File: src/rtl/rx_nrzi_unstuff.sv
// rx_nrzi_unstuff - receive-side NRZI decoder, SYNC stripper and bit unstuffer.
//
// Takes the raw line bit coming from the DP/DM reader and produces a clean
// LSB-first payload stream that starts at the PID. The stream carries
// packet framing strobes and error flags.
//
// Ports:
//   clk        system clock, one line bit per cycle
//   rst        asynchronous active-high reset
//   bstr       raw line level (dp sample)
//   bstr_ready bstr valid this cycle; dropping it mid-packet aborts the packet
//   done       one-cycle end-of-packet strobe
//   out_bit    decoded, unstuffed payload bit
//   out_valid  out_bit valid this cycle
//   pkt_start  pulse with the first payload bit
//   pkt_end    pulse the cycle after done for a packet that reached payload
//   err_sync   sticky SYNC mismatch / truncated SYNC
//   err_stuff  sticky stuffing violation (too many consecutive ones)
//   pkt_bits   payload bit count, valid with pkt_end
//
// Build option: define RX_BITCNT_EN to implement the pkt_bits counter;
// otherwise pkt_bits is tied to zero.
module rx_nrzi_unstuff #(
  parameter int EOP_BITS  = 2,
  parameter int SYNC_LEN  = 8,
  parameter int STUFF_RUN = 6
) (
  input  logic       clk,
  input  logic       rst,
  input  logic       bstr,
  input  logic       bstr_ready,
  input  logic       done,
  output logic       out_bit,
  output logic       out_valid,
  output logic       pkt_start,
  output logic       pkt_end,
  output logic       err_sync,
  output logic       err_stuff,
  output logic [9:0] pkt_bits
);

  typedef enum logic [1:0] {IDLE, SYNC, DATA, DROP} state_t;

  localparam int FW = $clog2(EOP_BITS + 1);
  localparam int SW = $clog2(SYNC_LEN + 1);
  localparam int RW = $clog2(STUFF_RUN + 1);
  localparam logic [FW-1:0] FULL      = FW'(EOP_BITS);
  localparam logic [SW-1:0] SYNC_LAST = SW'(SYNC_LEN - 1);
  localparam logic [RW-1:0] RUN_MAX   = RW'(STUFF_RUN);

  state_t state, state_next;
  logic                prev_line;
  logic [EOP_BITS-1:0] line_q;
  logic [FW-1:0]       fill;
  logic [SW-1:0]       sync_cnt, sync_cnt_next;
  logic [RW-1:0]       ones_run, ones_run_next;
  logic                started, started_next;
  logic                out_bit_next, out_valid_next, pkt_start_next, pkt_end_next;
  logic                err_sync_next, err_stuff_next;
  logic                clr_cnt;

  logic push, dec, pop_valid, pop_bit, abort;

  assign push      = bstr_ready & ~done;
  assign dec       = (bstr == prev_line);
  // The delay line holds back the last EOP_BITS samples so that the SE0
  // samples can be thrown away when done arrives without ever reaching
  // the decoder.
  assign pop_valid = push & (fill == FULL);
  assign pop_bit   = line_q[EOP_BITS-1];
  assign abort     = ~bstr_ready & ~done & (state != IDLE);

  // State register, line history and registered outputs
  always_ff @(posedge clk or posedge rst) begin
    if (rst) begin
      state     <= IDLE;
      prev_line <= 1'b1;
      line_q    <= '0;
      fill      <= '0;
      sync_cnt  <= '0;
      ones_run  <= '0;
      started   <= 1'b0;
      out_bit   <= 1'b0;
      out_valid <= 1'b0;
      pkt_start <= 1'b0;
      pkt_end   <= 1'b0;
      err_sync  <= 1'b0;
      err_stuff <= 1'b0;
    end else begin
      state     <= state_next;
      sync_cnt  <= sync_cnt_next;
      ones_run  <= ones_run_next;
      started   <= started_next;
      out_bit   <= out_bit_next;
      out_valid <= out_valid_next;
      pkt_start <= pkt_start_next;
      pkt_end   <= pkt_end_next;
      err_sync  <= err_sync_next;
      err_stuff <= err_stuff_next;
      if (done || abort) begin
        fill      <= '0;
        prev_line <= 1'b1;
      end else if (push) begin
        prev_line <= bstr;
        line_q    <= EOP_BITS'({line_q, dec});
        if (fill != FULL) fill <= fill + 1'b1;
      end
    end
  end

  // Next-state logic
  always_comb begin
    state_next = state;
    if (done || abort) begin
      state_next = IDLE;
    end else begin
      case (state)
        IDLE: if (push) state_next = SYNC;
        SYNC: if (pop_valid) begin
          if (pop_bit != (sync_cnt == SYNC_LAST)) state_next = DROP;
          else if (sync_cnt == SYNC_LAST)         state_next = DATA;
        end
        DATA: if (pop_valid && ones_run == RUN_MAX && pop_bit) state_next = DROP;
        default: state_next = state;
      endcase
    end
  end

  // Output and datapath next values
  always_comb begin
    out_bit_next   = out_bit;
    out_valid_next = 1'b0;
    pkt_start_next = 1'b0;
    pkt_end_next   = 1'b0;
    err_sync_next  = err_sync;
    err_stuff_next = err_stuff;
    sync_cnt_next  = sync_cnt;
    ones_run_next  = ones_run;
    started_next   = started;
    clr_cnt        = 1'b0;
    if (done) begin
      pkt_end_next = (state == DATA);
      if (state == SYNC) err_sync_next = 1'b1;
    end else if (!abort) begin
      case (state)
        IDLE: if (push) begin
          err_sync_next  = 1'b0;
          err_stuff_next = 1'b0;
          sync_cnt_next  = '0;
          ones_run_next  = '0;
          started_next   = 1'b0;
          clr_cnt        = 1'b1;
        end
        SYNC: if (pop_valid) begin
          if (pop_bit != (sync_cnt == SYNC_LAST)) begin
            err_sync_next = 1'b1;
          end else begin
            sync_cnt_next = sync_cnt + 1'b1;
            // The closing one of SYNC already counts toward the stuff run.
            if (sync_cnt == SYNC_LAST) ones_run_next = RW'(1);
          end
        end
        DATA: if (pop_valid) begin
          if (ones_run == RUN_MAX) begin
            if (pop_bit) err_stuff_next = 1'b1;
            else         ones_run_next  = '0;
          end else begin
            out_bit_next   = pop_bit;
            out_valid_next = 1'b1;
            pkt_start_next = ~started;
            started_next   = 1'b1;
            ones_run_next  = pop_bit ? ones_run + 1'b1 : '0;
          end
        end
        default: ;
      endcase
    end
  end

`ifdef RX_BITCNT_EN
  logic [9:0] bit_cnt;

  always_ff @(posedge clk or posedge rst) begin
    if (rst)                                     bit_cnt <= '0;
    else if (clr_cnt)                            bit_cnt <= '0;
    else if (out_valid_next && bit_cnt != 10'd1023) bit_cnt <= bit_cnt + 1'b1;
  end

  assign pkt_bits = bit_cnt;
`else
  assign pkt_bits = 10'd0;
`endif

endmodule

File: config.mk
export PLATFORM = sky130hd
export DESIGN_NAME = rx_nrzi_unstuff
export DESIGN_NICKNAME = d
export VERILOG_FILES = /design/src/rtl/rx_nrzi_unstuff.sv
export SDC_FILE = /design/constraint.sdc
export NUM_CORES = 1
export LEC_CHECK = 0
export BUFFER_PORTS_ARGS = -buffer_cell sky130_fd_sc_hd__buf_4
export CAP_MARGIN = 20
export CORE_MARGIN = 5
export CORE_UTILIZATION = 35
export DETAILED_ROUTE_END_ITERATION = 16
export PLACE_DENSITY = 0.52
export SLEW_MARGIN = 15
export SYNTH_ARGS = -nofsm -noshare
export SYNTH_HDL_FRONTEND = slang
export SYNTH_SLANG_ARGS = --single-unit
File: constraint.sdc
create_clock -name clk -period 2.55 [get_ports clk]
set_input_delay 0.255 -clock clk [delete_from_list [all_inputs] [get_ports clk]]
set_output_delay 0.255 -clock clk [all_outputs]
set_load 0.005 [all_outputs]
; ---- Yosys cells after proc, flatten, opt, wreduce, memory -nomap -nowiden
; Index checks and enable logic that the tools add are counted.
[classes]
add_sub_neg = 3
eq_ne = 26
muxes = 50
bitwise = 10
n_reduce_logical = 20
[ops]
columns = cell, n
row1 = 1-bit two-way mux, 24
row2 = 3-bit two-way mux, 8
row3 = 3-bit != test (second input constant), 7
row4 = 2-bit != test (second input constant), 10
row5 = 2-bit two-way mux, 9
row6 = 6-bit AND reduction, 3
row7 = 4-bit two-way mux, 3
row8 = 5-bit AND reduction, 2
row9 = 2-bit nonzero test, 5
row10 = 3-bit case mux with 3 select lines, 1
row11 = 9-bit AND reduction, 1
row12 = 4-bit case mux with 2 select lines, 1
row13 = 7-bit AND reduction, 1
row14 = 1-bit NOT, 6
row15 = 1-bit case mux with 2 select lines, 3
row16 = 2-bit case mux with 3 select lines, 1
row17 = 4-bit by 1-bit adder with 4-bit output (second input constant), 1
row18 = 1-bit bitwise AND, 4
row19 = 2-bit equality test (second input constant), 2
row20 = 4-bit by 3-bit equality test with 1-bit output (second input constant), 1
row21 = 4-bit != test (second input constant), 1
row22 = 2-bit AND reduction, 2
row23 = 4-bit nonzero test, 1
row24 = 3-bit by 1-bit adder with 3-bit output (second input constant), 1
row25 = 10 further kinds, 11
[word_totals]
regBits = 21
in_bits = 5
output_inout_bits = 16
word_cells = 122

; ---- Logic depth before layout (Yosys ltp)
[depth]
depth_word = 8
ltp_mapped = 6

; ---- Worst setup path after synthesis
; OpenSTA, ideal clock, no wires.
[synth_path]
path_type = reg-to-reg
start = register state[0]
end = register state[0]
arrival_ps = 1802
required_time_ps = 2425
path_slack_ps = 623
path_stages_with_launch = 7
n_path_buf = 0
synth_period_minus_slack_ps = 1927
cell_sequence = dfrtp_1 inv_1 ha_1 nand4_2 o311a_4 a311oi_4 mux2_4
[synth_via]
elab_chain_len = 5
word_cells_on_any_way = 14
cone_classes = 6 x eq/ne / 2 x mux / 1 x bitwise / 5 x reduce/logical
[synth_rtl]
columns = element, line_no
row1 = start: declaration, 51  ; state_t state, state_next;
row2 = start signal: assignment, 90  ; state <= state_next;
row3 = 2-bit nonzero test, 71  ; assign abort = ~bstr_ready & ~done & (state != IDLE);
row4 = 1-bit bitwise AND, 71
row5 = 1-bit logical OR, 114  ; if (done || abort) begin
row6 = 4-bit != test (no line) (tied with other cells), --
row7 = 5-bit AND reduction (no line), --
; Parallel ways exist; a longest one is shown, timed or not.
; A chain may end at the register's enable or synchronous reset.

; ---- Worst setup path in the final report
; Same ends and word-level chain as after synthesis.

==> metrics.md <==
| Metric | Value |
|---|---|
| Worst-path clk slew | 0.08 ns |
| Crit path DAT | 2.25 ns |
| CP required | 2.70 ns |
| Endpoints failing setup | 0 |
| Clock Sinks | 21 |
| CP Capture Type | register |
| PnR worst setup slack | 0.4505 ns |
| Pre-CTS setup slack | 0.4721 ns |
| Fin Setup TNS | 0 ns |
| Max-slew headroom | 48.04% |
| Leakage Power | 0.6760 nW |
| Total gr overflow | 0 |
| Slowest library cell on the worst path | dfrtp_1 |
| Synth Cell Area | 1281 µm² |
| Worst Path Buf+Inv | 1 |
| CTS tree | done |
| Mapped Avg Cell Area | 9.932 µm² |
| Pins over their slew limit | 0 |
| Antenna-violating nets left | 0 |
| Fraction of layout cells with a size suffix above 1 | 17.86% |
| First-pass GRT wire length | 4.098 mm |
| Yosys warns | 0 |
| Final Hold Viols | 0 |
| Post-synth EDFFs | 0 |
| Sequential area share after synthesis | 41.11% |
| Main flop type after synthesis | dfrtp_1 |
| Design area | 1406 µm² |
| H-tree levels | 1 |
| Dpl hpwl | 1.900 mm |
| Via count | 917 |
| Clk_lat worst skew | 0.26 ns |
| Die Wd | 70.51 µm |
| Crit Path Category | register to register |
| CP delay by family, top | compound AO/OA/AOI/OAI gates |
| Initial drt markers | 34 |
| Crit-path cells | inv_1 -> ha_1 -> nand4_2 -> o311a_4 -> a311oi_4 -> mux2_4 |
| DR pass1 iterations | 4 |
| Layout Area Growth over Synthesis | 9.766% |
| Gate Count Post-Synth | 129 |
| Die Area | 4971 µm² |
| Hold buffer count at CTS | 0 |
| Maxcap violations | 0 |
| IO Count | 21 |
| Clock period minus worst slack | 2.100 ns |
| Storage cell area | 526.8 µm² |
| Largest net degree at the start of global routing | 22 |
| Die Ht | 70.51 µm |
| Peak VDD IR | 0.2419 mV |
| Vias in the first global route | 893 |
| Post-CTS setup repair buffer count | 0 |
| CP max FO | 9 |
| Dpl cell area | 1360 µm² |
| Least-Margin Pin Slew | 0.7786 ns |
| Peak Freq | 476.3 MHz |
| # resized after CTS | 0 |
| Commonest non-fill, non-tap cell in the layout | dfrtp_1 |
| Clock buffer depth | 2 |
| Status | completed |
| Ant. Diodes | 0 |
| GR Util All Layers | 10.25% |
| Core area | 3606 µm² |
| PD cells | 764.1 nW/µm² |
| Routed Wire Length | 2.420 mm |
| Skew final | 0.004868 ns |
| GP Congestion | 0.7933 |
| Hold WC Path Type | input port to asynchronous set/reset pin |
| Seq cells post-synth | 21 |
| Most frequent cells in the layout | 20 x dfrtp_1, 12 x inv_1, 11 x nor2_1 |
| Port buffer count | 10 |
| Via density per instance | 4.878 |
| RSZ-0062 raised after global routing | false |
| Distinct cells, synth | 39 |
| Slowest cell delay on critical path | 0.42 ns |
| Final worst-path cycle share | 82.34% |
| Async set-reset flop share out of synthesis | 100.0% |
| TritonCTS buffer count | 3 |
| Starting Density | 35.53% |
| Area of the multi-input gates | 653.1 µm² |
| Wire per inst | 12.87 µm |
| # DRC | 0 |
| Row Count | 22 |
| Filler Cells Inserted | 379 |
| Root buffer cell | clkbuf_8 |
| Fin nets | 154 |
| Setup crit start kind | register |
| Initial antenna violation count | 0 |
## kinds of logic after synthesis
kind of cell    share of synthesized area (%)
simple gates                            15.72
compound gates                          16.11
buf+inv                                 10.55
flops                                   41.11
fa+ha+maj                               7.813
mux                                     7.031
xor+xnor                                1.367
other cells                            0.2927
## synthesized netlist by cell type (2+ instances only)
cell type / instances / area (µm²)
mux2i_1: 3 / 30.03
nor2_1: 11 / 41.29
mux2_1: 2 / 22.52
mux2_2: 2 / 22.52
nand3b_1: 3 / 22.52
o21ai_0: 8 / 40.04
nand2_1: 10 / 37.54
ha_1: 8 / 100.1
inv_1: 12 / 45.04
dfrtp_1: 20 / 500.5
nand3_1: 3 / 15.01
a21oi_1: 4 / 20.02
xor2_1: 2 / 17.52
nand2b_1: 4 / 25.02
a31oi_1: 3 / 18.77
o22ai_1: 2 / 12.51
buf_4: 10 / 75.07
## worst reg2reg max path, stage by stage (launching register included)
cell and delay (ns):
dfrtp_1 0.42, inv_1 0.10, ha_1 0.31, nand4_2 0.15
o311a_4 0.41, a311oi_4 0.27, mux2_4 0.33
## where the power goes
group / internal, mW / leakage, nW / switching (mW) / total, mW
Clock: 0.109 / 0.0255 / 0.110 / 0.218
Combinational: 0.186 / 0.370 / 0.244 / 0.430
Sequential: 0.383 / 0.280 / 0.0438 / 0.426
## stage by stage
stage                     std cells  utilization [%]  power, mW  hold WS (ns)
final                           188            39.00      1.075        0.1388
after global routing            188            39.00      1.156        0.2101
after CTS                       188            39.00      1.090        0.1883
after detailed placement        184            37.72     0.8694        0.4305
after global placement          184            37.72     0.8491        0.4237
after floorplan                 138                -     0.7686        0.2308
## routing by layer
layer | global-route usage [%] | routed length, µm
met3 | 2.158 | 123
met5 | 0 | 0
met1 | 12.82 | 1078
met4 | 4.468 | 38
met2 | 16.94 | 1181
## worst paths after layout
| check | startpoint | end | slack, ns | depth (start not counted) |
|---|---|---|---|---|
| hold reg to reg | started | pkt_start | 0.43 | 1 |
| max in group asynchronous | rst | state[1] | 1.93 | 2 |
| setup / recovery | state[0] | state[0] | 0.45 | 6 |
| min in group clk | done | fill[1] | 0.20 | 2 |
| hold / removal | rst | out_bit | 0.14 | 2 |
| setup reg to reg | state[0] | state[0] | 0.45 | 6 |
## area by class of cell
class	instances	area share [%]
multi-input combinational	93	46.44
sequential	21	37.46
timing repair buffer	10	5.338
tap	48	4.270
inverter	12	3.203
clock buffer	3	2.936
clock inverter	1	0.3559
## sequential cells by signal, indices dropped and copies added, names as in the netlist, 2 cells and up
| register | count |
|---|---|
| line_q | 2 |
| ones_run | 3 |
| fill | 2 |
| sync_cnt | 4 |
| state | 2 |
(Power assumes the default switching activity.)
